==> config.mk <==
export PLATFORM = sky130hd
export DESIGN_NAME = hazard_controller
export DESIGN_NICKNAME = d
export VERILOG_FILES = /design/src/rtl/hazard_controller.sv
export SDC_FILE = /design/constraint.sdc
export NUM_CORES = 1
export LEC_CHECK = 0
export ABC_CLOCK_PERIOD_IN_PS = 6950
export CAP_MARGIN = 20
export CORE_ASPECT_RATIO = 1.1
export CORE_UTILIZATION = 30
export CTS_CLUSTER_DIAMETER = 80
export DETAILED_ROUTE_END_ITERATION = 7
export GPL_TIMING_DRIVEN = 0
export HOLD_SLACK_MARGIN = 0.08
export PLACE_DENSITY = 0.55
export SLEW_MARGIN = 20
export SYNTH_ARGS = -nofsm -noshare
export SYNTH_HDL_FRONTEND = slang
export SYNTH_SLANG_ARGS = --single-unit
==> constraint.sdc <==
create_clock -name clk -period 6.95 [get_ports clk]
set_clock_uncertainty 0.05 [all_clocks]
set_input_delay 2.085 -clock clk [delete_from_list [all_inputs] [get_ports clk]]
set_output_delay 2.085 -clock clk [all_outputs]
set_load 0.02 [all_outputs]
==> src/rtl/hazard_controller.sv <==
// Pipeline hazard controller: operand forwarding, load-use / branch / memory-wait
// stall and flush control, memory timeout detection and saturating performance counters.
module hazard_controller #(
   parameter int unsigned MEM_TIMEOUT = 255,
   parameter int unsigned CNT_W       = 16
) (
   input  logic             clk,
   input  logic             rst,
   input  logic [4:0]       RS1_D,
   input  logic [4:0]       RS2_D,
   input  logic [4:0]       RS1_E,
   input  logic [4:0]       RS2_E,
   input  logic [4:0]       RD_E,
   input  logic             MEM_REG_E,
   input  logic [4:0]       RD_M,
   input  logic             WE_M,
   input  logic [4:0]       RD_W,
   input  logic             WE_W,
   input  logic             PC_R,
   input  logic             MEM_REQ,
   input  logic             MEM_ACK,
   input  logic             CNT_CLR,
   output logic [1:0]       HU_RS1,
   output logic [1:0]       HU_RS2,
   output logic             STALL_F,
   output logic             STALL_D,
   output logic             STALL_E,
   output logic             STALL_M,
   output logic             FLUSH_D,
   output logic             FLUSH_E,
   output logic             ERR,
   output logic [CNT_W-1:0] STALL_CNT,
   output logic [CNT_W-1:0] FLUSH_CNT
);

   localparam int unsigned WCNT_W = (MEM_TIMEOUT < 1) ? 1 : $clog2(MEM_TIMEOUT + 1);
   localparam logic [WCNT_W-1:0] TIMEOUT_V = WCNT_W'(MEM_TIMEOUT);

   typedef enum logic [1:0] {
      RUN   = 2'd0,
      WAIT  = 2'd1,
      ERROR = 2'd2
   } state_t;

   state_t            state, state_nxt;
   logic [WCNT_W-1:0] wcnt, wcnt_nxt;
   logic              mem_stall;
   logic              branch;
   logic              load_use;

   // Memory-stage bypass wins over writeback: it carries the younger value.
   function automatic logic [1:0] fwd_sel(input logic [4:0] rs,
                                          input logic       we_m, input logic [4:0] rd_m,
                                          input logic       we_w, input logic [4:0] rd_w);
      logic [1:0] sel;
      sel = 2'b00;
      if (we_m && (rd_m != 5'd0) && (rd_m == rs))
         sel = 2'b01;
      else if (we_w && (rd_w != 5'd0) && (rd_w == rs))
         sel = 2'b10;
      return sel;
   endfunction

   always_comb begin
      HU_RS1 = fwd_sel(RS1_E, WE_M, RD_M, WE_W, RD_W);
      HU_RS2 = fwd_sel(RS2_E, WE_M, RD_M, WE_W, RD_W);
   end

   always_ff @(posedge clk or negedge rst) begin
      if (!rst) begin
         state <= RUN;
         wcnt  <= '0;
      end else begin
         state <= state_nxt;
         wcnt  <= wcnt_nxt;
      end
   end

   always_comb begin
      state_nxt = state;
      wcnt_nxt  = wcnt;
      mem_stall = 1'b0;
      unique case (state)
         RUN: begin
            if (MEM_REQ && !MEM_ACK) begin
               mem_stall = 1'b1;
               state_nxt = WAIT;
               wcnt_nxt  = WCNT_W'(1);
            end
         end
         WAIT: begin
            if (MEM_ACK) begin
               state_nxt = RUN;
               wcnt_nxt  = '0;
            end else begin
               mem_stall = 1'b1;
               if (wcnt == TIMEOUT_V)
                  state_nxt = ERROR;
               else
                  wcnt_nxt = wcnt + WCNT_W'(1);
            end
         end
         ERROR: begin
            mem_stall = 1'b1;
         end
         default: begin
            state_nxt = RUN;
            wcnt_nxt  = '0;
         end
      endcase
   end

   assign ERR = (state == ERROR);

   // Priority: memory stall, then taken branch, then load-use interlock.
   always_comb begin
      branch   = !mem_stall && PC_R;
      load_use = !mem_stall && !PC_R && MEM_REG_E && (RD_E != 5'd0) &&
                 ((RD_E == RS1_D) || (RD_E == RS2_D));
      STALL_F  = mem_stall || load_use;
      STALL_D  = mem_stall || load_use;
      STALL_E  = mem_stall;
      STALL_M  = mem_stall;
      FLUSH_D  = branch;
      FLUSH_E  = branch || load_use;
   end

   always_ff @(posedge clk or negedge rst) begin
      if (!rst) begin
         STALL_CNT <= '0;
         FLUSH_CNT <= '0;
      end else if (CNT_CLR) begin
         STALL_CNT <= '0;
         FLUSH_CNT <= '0;
      end else begin
         if (STALL_F && (STALL_CNT != '1))
            STALL_CNT <= STALL_CNT + CNT_W'(1);
         if (FLUSH_E && (FLUSH_CNT != '1))
            FLUSH_CNT <= FLUSH_CNT + CNT_W'(1);
      end
   end

endmodule

==> impl_metrics.toml <==
[outcome]
status = "finished, final reports clean"

[synthesis]
yosysSeqAreaShare_pct = 38.2
async_flop_share_pct = 100
synth_top_area_share_pct = 38.2
avgSynthCellArea_um2 = 8.75
synth_area_leader_cell = "dfrtp_1"
yosys-top-cells-count = "dfrtp_1, a21oi_1, nand2_1, nor2_1, o21ai_0"
synthesis.area_um2 = 2750
ys_ff_latch = 42
synthFlopType = "dfrtp_1"
synth_edf_count = 0
ys_warn_count = 0
synthesis.nets = 361
syn_inst = 314
yosysMostFrequentCell = "dfrtp_1"
synth_area_leaders = "dfrtp_1, xor2_1, xnor2_1"
yosysUniqueCellTypes = 45

[sta]
tightest_slew_ps = 638
hold_viol = 0
fin_tns_setup_ps = 0
finalCritPeriodShare_pct = 96.8
maxSlewViolCount = 0
slew-limit-headroom_pct = 57.0
timing.final.crit_period_ps = 6720
fmax_mhz = 149
timing.hold.ws_ps = 511
rsz0062_at_grt = "no"
setup_viol = 0

[global_route]
grt_pass1_vias = 2545
grt_pass1_wl_mm = 12.0
use_met1_pct = 19.7
globalRouteTotalUtil_pct = 15.9
overflow = 0
antenna_found_initial = 0
grt_max_degree = 24
grt_busiest_layer = "met2"
met3_usage_pct = 3.35
grt_use_met2_pct = 27.2

[worst_setup_path]
crit_fanout = 10
critPathArrivalTime_ps = 4590
worst-path-buf-inv = 6
crit_path_top_delay_cell = "clkdlybuf4s50_1"
worstPathCellList = "clkdlybuf4s50_1, nor4_2, nand2_1, a31oi_2, buf_6, buf_2, inv_1, buf_4, clkdlybuf4s50_1"
required_ps = 4820
cp_top_family = "buffers and inverters"
endpoint_kind = "output port"
path_class = "primary input to output port"
worst_setup_path_start_kind = "primary input"
cp_common_cell = "clkdlybuf4s50_1"
slowest_delay_ps = 520

[final_layout]
area_delta_synth_final_pct = 40.8
finalNonFillerCells = 522
diodes = 0
nNetsFinal = 454
layout-drive-gt1-share_pct = 7.11

[place]
place_congestion = 0.780
post-place-cells = 514
io_buffers = 85
place_hpwl_mm = 5.73

[drt]
drtIter0Drc = 191
detail_route.first_pass.iterations = 4
vias = 2732
ant_nets = 0
routedWlPerCell_um = 14.5
drt-vias-per-instance = 5.23
drt_wl_total_mm = 7.57
drc_errors = 0

[pwr]
power_leakage_nw = 1.46
power_density_nw_per_um2 = 147
p_total_mw = 0.567
ir_worst_vdd_mv = 0.0910

[floorplanning]
start_util_pct = 31.0
io_pins = 87
rows = 36
coreArea_um2 = 8870
die_h_um = 102
die_area_um2 = 9550
die-width_um = 93.3

[cts]
path_clk_slew_ps = 80
holdBufCountCts = 0
tritoncts = "done"
ctsRootBufferMaster = "clkbuf_8"
cts_max_path_buffers = 2
worstSkewPairLatency_ps = 300
cts_buffers = 5
post_cts_buffers = 0
clock_sinks = 42
htreeDepth = 2
cts-resized-gates = 0

[job]
drv_cap = 0

[worst_hold_path]
holdCritPathClass = "register to register"
routing by layer:
metal | vias up | wire length [um]
met2 | 92 | 3660
met3 | 10 | 523
li1 | 1334 | -
met5 | - | 0
met1 | 1296 | 3280
met4 | 0 | 110
path summary, 6_finish.rpt:
| path | from | end | slack (ps) | cells after the start |
|---|---|---|---|---|
| min | wcnt[4] | wcnt[4] | 510 | 2 |
| min in group asynchronous | rst | FLUSH_CNT[6] | 1690 | 1 |
| max | RD_E[1] | STALL_F | 230 | 9 |
| max in group asynchronous | rst | STALL_CNT[7] | 4650 | 2 |
| min reg2reg | wcnt[4] | wcnt[4] | 510 | 2 |
| max reg2reg | FLUSH_CNT[0] | FLUSH_CNT[1] | 4520 | 9 |
sequential cells by signal (all words and copies together), names as in the netlist:
register and count:
state 2, wcnt 8, STALL_CNT 16, FLUSH_CNT 16
logic make-up (layout without fill, tap and decap cells):
logic type	after synthesis	after routing	share of synthesized area (%)
adders and majority gates	3	3	1.37
muxes	6	6	2.37
and+or+nand+nor	131	131	25.5
DFF	42	42	38.2
xor gates and xnor gates	36	36	11.5
AOI/OAI and AO/OA	72	72	16.7
buffers and inverters	24	118	4.37
tightest hold or removal path: stages (launching register included):
cell and delay, ps:
dfrtp_1 380, xor2_1 80, nor2_1 70
cell type report:
type                    instances  area [um^2]
inverters                      11         41.3
clock buffers                   7         76.3
clock inverters                 1         30.0
multi-input cells             248         1580
repair buffers                 86          866
plain buffers                  13         78.8
fillers                       898         5000
well taps                     114          143
flip-flops and latches         42         1050
stage by stage:
stage	utilization, %	worst slack, ps	cell area, um^2
floorplan	-	1110	2750
global placement	42.2	205	3740
detailed placement	42.3	165	3760
CTS	43.5	150	3860
global route	43.6	37.3	3870
finish	43.6	225	3870
cell usage in the layout, fill, tap and decap left out, drive strengths merged, types with 13 or more instances in the layout:
cell and count:
or3 15, clkdlybuf4s50 84, a21oi 25, dfrtp 42
nand3 16, xnor2 16, nand2 26, nor2 25
xor2 20, o21ai 25, or4 13
report_power, final:
| group | total (mW) | internal, mW | switching (mW) | leakage [nW] |
|---|---|---|---|---|
| combinational | 0.115 | 0.0559 | 0.0596 | 0.830 |
| sequential | 0.257 | 0.250 | 0.00705 | 0.580 |
| clock | 0.195 | 0.108 | 0.0873 | 0.0524 |
| total | 0.567 | 0.413 | 0.154 | 1.46 |
Note: power is estimated with default switching activity, not from simulation.
